==> src/rtl/sram_port_arbiter.sv <==
// Shares one sram-like memory port between instruction fetch and data access,
// with fixed data priority and in-order routing of responses back to each issuer.
module sram_port_arbiter #(
    parameter int unsigned OUTSTANDING = 2,
    parameter int unsigned PTR_W       = 1
) (
    input  logic        clk,
    input  logic        resetn,
    input  logic        inst_sram_req,
    input  logic [1:0]  inst_sram_size,
    input  logic [31:0] inst_sram_addr,
    output logic        inst_sram_addr_ok,
    output logic        inst_sram_data_ok,
    output logic [31:0] inst_sram_rdata,
    input  logic        data_sram_req,
    input  logic        data_sram_wr,
    input  logic [1:0]  data_sram_size,
    input  logic [3:0]  data_sram_wstrb,
    input  logic [31:0] data_sram_addr,
    input  logic [31:0] data_sram_wdata,
    output logic        data_sram_addr_ok,
    output logic        data_sram_data_ok,
    output logic [31:0] data_sram_rdata,
    output logic        mem_req,
    output logic        mem_wr,
    output logic [1:0]  mem_size,
    output logic [3:0]  mem_wstrb,
    output logic [31:0] mem_addr,
    output logic [31:0] mem_wdata,
    input  logic        mem_addr_ok,
    input  logic        mem_data_ok,
    input  logic [31:0] mem_rdata
);
    localparam int unsigned PW = (PTR_W > 0) ? PTR_W : 1;
    localparam logic [PTR_W:0] CNT_MAX  = (PTR_W + 1)'(OUTSTANDING);
    localparam logic [PW-1:0]  PTR_LAST = PW'(OUTSTANDING - 1);
    localparam logic TAG_INST = 1'b0;
    localparam logic TAG_DATA = 1'b1;

    typedef enum logic {S_IDLE, S_HOLD} state_e;

    state_e                 state_q, state_d;
    logic                   owner_q, owner_d;
    logic [PTR_W:0]         cnt_q, cnt_d;
    logic [PW-1:0]          wr_ptr_q, wr_ptr_d, rd_ptr_q, rd_ptr_d;
    logic [OUTSTANDING-1:0] tags_q, tags_d;

    logic req_c, grant_c, pop_c, push_c, full_c, head_c;

    always_comb begin
        pop_c   = mem_data_ok && (cnt_q != '0);
        // A same-cycle pop frees a slot, so a full FIFO can still accept.
        full_c  = (cnt_q == CNT_MAX) && !pop_c;
        head_c  = tags_q[rd_ptr_q];
        state_d = state_q;
        owner_d = owner_q;
        req_c   = 1'b0;
        grant_c = TAG_INST;
        case (state_q)
            S_IDLE: begin
                if (!full_c) begin
                    if (data_sram_req) begin
                        req_c   = 1'b1;
                        grant_c = TAG_DATA;
                    end else if (inst_sram_req) begin
                        req_c   = 1'b1;
                        grant_c = TAG_INST;
                    end
                end
                if (req_c && !mem_addr_ok) begin
                    state_d = S_HOLD;
                    owner_d = grant_c;
                end
            end
            S_HOLD: begin
                req_c   = 1'b1;
                grant_c = owner_q;
                if (mem_addr_ok) state_d = S_IDLE;
            end
            default: state_d = S_IDLE;
        endcase
        push_c = req_c && mem_addr_ok;

        tags_d   = tags_q;
        wr_ptr_d = wr_ptr_q;
        rd_ptr_d = rd_ptr_q;
        if (push_c) begin
            tags_d[wr_ptr_q] = grant_c;
            wr_ptr_d = (wr_ptr_q == PTR_LAST) ? '0 : wr_ptr_q + 1'b1;
        end
        if (pop_c) rd_ptr_d = (rd_ptr_q == PTR_LAST) ? '0 : rd_ptr_q + 1'b1;
        cnt_d = cnt_q + {{PTR_W{1'b0}}, push_c} - {{PTR_W{1'b0}}, pop_c};
    end

    always_comb begin
        mem_req           = 1'b0;
        mem_wr            = 1'b0;
        mem_size          = '0;
        mem_wstrb         = '0;
        mem_addr          = '0;
        mem_wdata         = '0;
        inst_sram_addr_ok = 1'b0;
        data_sram_addr_ok = 1'b0;
        inst_sram_data_ok = 1'b0;
        data_sram_data_ok = 1'b0;
        inst_sram_rdata   = '0;
        data_sram_rdata   = '0;
        if (resetn) begin
            mem_req = req_c;
            if (req_c && grant_c == TAG_DATA) begin
                mem_wr    = data_sram_wr;
                mem_size  = data_sram_size;
                mem_wstrb = data_sram_wstrb;
                mem_addr  = data_sram_addr;
                mem_wdata = data_sram_wdata;
            end else if (req_c) begin
                mem_size  = inst_sram_size;
                mem_addr  = inst_sram_addr;
            end
            inst_sram_addr_ok = push_c && (grant_c == TAG_INST);
            data_sram_addr_ok = push_c && (grant_c == TAG_DATA);
            inst_sram_data_ok = pop_c && (head_c == TAG_INST);
            data_sram_data_ok = pop_c && (head_c == TAG_DATA);
            inst_sram_rdata   = mem_rdata;
            data_sram_rdata   = mem_rdata;
        end
    end

    always_ff @(posedge clk) begin
        if (!resetn) begin
            state_q  <= S_IDLE;
            owner_q  <= TAG_INST;
            cnt_q    <= '0;
            wr_ptr_q <= '0;
            rd_ptr_q <= '0;
            tags_q   <= '0;
        end else begin
            state_q  <= state_d;
            owner_q  <= owner_d;
            cnt_q    <= cnt_d;
            wr_ptr_q <= wr_ptr_d;
            rd_ptr_q <= rd_ptr_d;
            tags_q   <= tags_d;
        end
    end

    // A response with nothing outstanding is dropped; flag it in simulation.
    a_no_orphan_resp: assert property (@(posedge clk) disable iff (!resetn)
        mem_data_ok |-> (cnt_q != '0))
        else $error("sram_port_arbiter: mem_data_ok with no outstanding transaction");
endmodule

==> config.mk <==
export PLATFORM = sky130hd
export DESIGN_NAME = sram_port_arbiter
export DESIGN_NICKNAME = d
export VERILOG_FILES = /design/src/rtl/sram_port_arbiter.sv
export SDC_FILE = /design/constraint.sdc
export NUM_CORES = 1
export LEC_CHECK = 0
export ABC_AREA = 1
export BUFFER_PORTS_ARGS = -buffer_cell sky130_fd_sc_hd__buf_2
export CORE_AREA = 5 5 106 108
export CTS_BUF_LIST = sky130_fd_sc_hd__clkbuf_8
export DETAILED_ROUTE_END_ITERATION = 8
export DIE_AREA = 0 0 111 113
export PLACE_DENSITY = 0.59
export SETUP_SLACK_MARGIN = 0.3
export SLEW_MARGIN = 20
export SYNTH_ARGS = -nofsm -noshare
export SYNTH_HDL_FRONTEND = slang
export SYNTH_SLANG_ARGS = --single-unit
==> constraint.sdc <==
create_clock -name clk -period 4.2 [get_ports clk]
set_clock_uncertainty 0.15 [all_clocks]
set_input_delay 0.63 -clock clk [delete_from_list [all_inputs] [get_ports clk]]
set_output_delay 0.63 -clock clk [all_outputs]
set_load 0.02 [all_outputs]
# Word level (Yosys, flattened, before mapping)
# Index checks and enable logic that the tools add are counted.
# op_classes
bitwise	3
n_mux	36
addsub	4
n_reduce_logical	14
n_lt_le_gt_ge	3
eq_ne	1
# op_table
cell	n
32-bit 2-to-1 mux	6
1-bit 2-to-1 mux	20
1-bit logical AND	10
4-bit 2-to-1 mux	2
2-bit 2-to-1 mux	3
1-bit one-hot mux with 2 select lines	3
1-bit by 2-bit less-than comparator with 1-bit output, second input constant	2
1-bit NOT	3
1-bit adder, second input constant	2
2-bit by 1-bit adder with 2-bit output	1
2-bit bitwise mux	1
2-bit equality test, second input constant	1
1-bit logical NOT	2
2-bit AND reduction	1
2-bit nonzero test	1
2-bit by 1-bit subtractor with 2-bit output	1
1-bit demux with 1-bit select	1
1-bit greater-or-equal comparator, second input constant	1
# totals
regBits	8
output_inout_bits	140

# Logic depth before layout (Yosys ltp)
# depth
word_depth	10
mapped_depth	11
depth_no_buf	11

# Worst setup path after synthesis
# No wires, ideal clock.
# synth_timing
path_type	in2out
start	input mem_data_ok
end	output mem_addr[10]
setup_slack_ns	1.657
cell_stages	6
required_ns	3.420
arrival_time_ns	1.763
cell_sequence	inv_1 -> nand3_2 -> a21oi_4 -> nand3_2 -> buf_2 -> o21ai_0
# synth_via
elab_chain_cells	9
word_cells_on_any_way	12
# synth_rtl
element	line	text
start, declared	31	input logic mem_data_ok,
1-bit logical AND (*)	51	pop_c = mem_data_ok && (cnt_q != '0);
1-bit logical NOT (*)	53	full_c = (cnt_q == CNT_MAX) && !pop_c;
1-bit logical AND (*)	53	
1-bit 2-to-1 mux	61	if (!full_c) begin
1-bit 2-to-1 mux	59	case (state_q)
1-bit one-hot mux with 2 select lines	59	
32-bit 2-to-1 mux / 1-bit logical AND (equally long branches)	116, 110	
32-bit 2-to-1 mux (*)	110	if (req_c && grant_c == TAG_DATA) begin
32-bit 2-to-1 mux (*)	108	if (resetn) begin
end, declared	28	output logic [31:0] mem_addr,
# Every way passes the cells marked *; elsewhere a longest branch is shown, timed or not. The select of a mux whose other input is x is not followed.

# Worst setup path after layout
# layout_timing
start	input mem_data_ok
end	output mem_addr[2]
# The elaborated chain is that of the path after synthesis.

==> out/metrics.yaml <==
run_status: "completed"
via_count: 2724
dp_hpwl_um: 6940
cts_buffers: 3
power_density_nw_per_um2: 237
r2r-end: "cnt_q[1]$_SDFF_PN0_"
worstPathRequired_ns: 3.42
fin_area_sq_um: 3060
setup_viol_count_final: 0
area_delta_synth_final_pct: 75.7
period_share: 0.727
antenna_found_initial: 0
grt_setup_unrepaired: "no"
wl_per_cell_um: 11.0
grt_overflow_total: 0
vdd_drop_max_mv: 0.0925
cpMaxStageDelayCell: "nand3_2"
min_to: "owner_q$_SDFFE_PN0P_"
cts-resized-gates: 0
avgSynthCellArea_sq_um: 4.85
num_rows: 37
max_slew_margin: 0.611
core_area_sq_um: 10100
tightest_slew_ns: 0.583
netlist_top_cells_count: "114 x nand2_1, 83 x inv_1, 44 x nor2_1"
synth_edf_count: 0
ys_async_sr_fraction: 0
syn_inst: 359
fmax_mhz: 328
path_class: "primary input to output port"
period_minus_slack_ns: 3.05
cpPeakStageDelay_ns: 0.48
ctsHoldBuffers: 0
vias_per_cell: 3.71
hold_viol: 0
drt_iter0_markers: 109
clk_pin_slew_ns: 0.04
die_y_um: 113
antenna_left: 0
rrSetupSlack_ns: 2.29
initial_utilization: 0.172
path_max_fanout: 35
rr_worst_depth: 11
utilization: 0.302
synth.ff_latch_count: 8
nets: 745
worst_setup_path_end_kind: "output port"
critPathBufInv: 3
holdCritStartpoint: "owner_q$_SDFFE_PN0P_"
fin_ws_ns: 1.15
synth_flop_cell: "dfxtp_1"
grt_pass1_wl_um: 12300
yosysWarnings: 0
crit-reg2reg-launch: "cnt_q[0]$_SDFF_PN0_"
drt-total-wl_um: 8050
clockBufferDepth: 2
cts_root_buffer: "clkbuf_8"
synth_area_sq_um: 1740
io_buffers: 282
whs_path_depth: 2
postCtsSetupRepairBufs: 0
grt_pass1_vias: 2614
antennaDiodeCount: 0
grt_max_degree: 44
h-tree-depth: 1
synth_area_leader_cell: "nand2_1"
cp_top_family: "compound AO/OA/AOI/OAI gates"
track_usage: 0.115
drive_gt1_frac: 0.495
slew_viol_final: 0
fp.dieW_um: 111
place_ws_ns: 1.19
p_leak_uw: 0.00228
yosysSeqAreaShare: 0.0919
synth.area.top_cells: "nand2_1 25%, inv_1 18%, buf_4 16%"
cts_tree: "yes"
timing.setup.tns_ns: 0
synth_nets: 504
die-area_sq_um: 12500
max-cap-violations: 0
dpl_cell_area_sq_um: 3020
synthDistinctLibCells: 22
drcViolationCount: 0
clock-sinks: 8
critPathLaunchType: "primary input"
crit_chain: "buf_2, inv_1, nand3_2, a21oi_4, nand3_2, o21ai_0, buf_2"
clk_latency_ns: 0.23
post-synth-top-area-fraction: 0.246
yosysMostFrequentCell: "nand2_1"
gp_congestion: 0.868
io_pins: 283
arrival_ns: 2.27
hp-class: "register to register"
drt_pass1_iterations: 4
routing by layer:
metal  share of wire  track usage  routed length (um)  vias to the layer above
met1            0.40        0.134                3210                     1106
met2            0.51        0.216                4090                      131
met3           0.087       0.0289                 699                        9
li1                -            -                   -                     1478
met4          0.0076       0.0181                  61                        0
met5               0            0                   0                        -
layout make-up:
class / instances / area, sq um
multi-input cells: 217 / 935
flip-flops and latches: 8 / 160
clock buffers: 3 / 41.3
repair buffers: 286 / 1440
well taps: 136 / 170
fillers: 1194 / 7080
inverters: 84 / 315
worst register-to-register path, cell delays in order (launching register included):
cell	delay [ns]
dfxtp_1	0.35
inv_1	0.06
nand3_2	0.10
nand2_1	0.08
nand2_2	0.12
nand2_1	0.11
ha_1	0.29
inv_1	0.04
ha_1	0.18
xnor2_1	0.17
o21ai_0	0.10
a21oi_1	0.12
cells by family (layout without fill, tap and decap cells):
group,count (synthesis),in the layout,synth area share
XOR/XNOR,1,1,0.00503
buffers and inverters,134,373,0.372
adder cells (fa/ha/maj),2,2,0.0144
AO/OA/AOI/OAI,44,44,0.133
flip-flops,8,8,0.0919
AND/OR/NAND/NOR,170,170,0.384
power by group:
part	internal [uW]	switching (uW)	total [uW]
Clock	62.0	30.0	92.1
Combinational	184	343	527
Sequential	93.9	12.5	106
Total	340	386	725
registers in the layout, indices dropped and copies added (netlist names):
register  cells
owner_q       1
rd_ptr_q      1
state_q       1
tags_q        2
wr_ptr_q      1
cnt_q         2
placed cells by master (no fill, tap or decap):
cell type	count
a21oi_1	4
a21oi_4	1
buf_2	282
buf_4	4
clkbuf_8	3
dfxtp_1	8
ha_1	2
inv_1	83
inv_2	1
nand2_1	114
nand2_2	1
nand3_1	2
nand3_2	2
nand4_1	2
nor2_1	44
nor2_2	1
nor3_1	3
o21ai_0	38
o21ai_1	1
or2_2	1
xnor2_1	1
worst max path at each step:
stage,startpoint,end,cells after the start
floorplan,mem_data_ok,mem_addr[10],6
global route,mem_data_ok,mem_addr[10],7
detailed placement,mem_data_ok,mem_addr[2],7
global placement,mem_data_ok,mem_addr[2],7
CTS,mem_data_ok,mem_addr[2],7
finish,mem_data_ok,mem_addr[2],7
metrics by stage:
stage / hold WS, ns / power (uW) / std cells
3_5_place_dp: 0.294 / 639 / 731
6_report: 0.300 / 725 / 734
2_1_floorplan: 0.274 / 462 / 359
5_1_grt: 0.332 / 795 / 734
4_1_cts: 0.301 / 737 / 734
3_3_place_gp: 0.296 / 638 / 731
No activity file was read; power rests on OpenSTA's default activity.
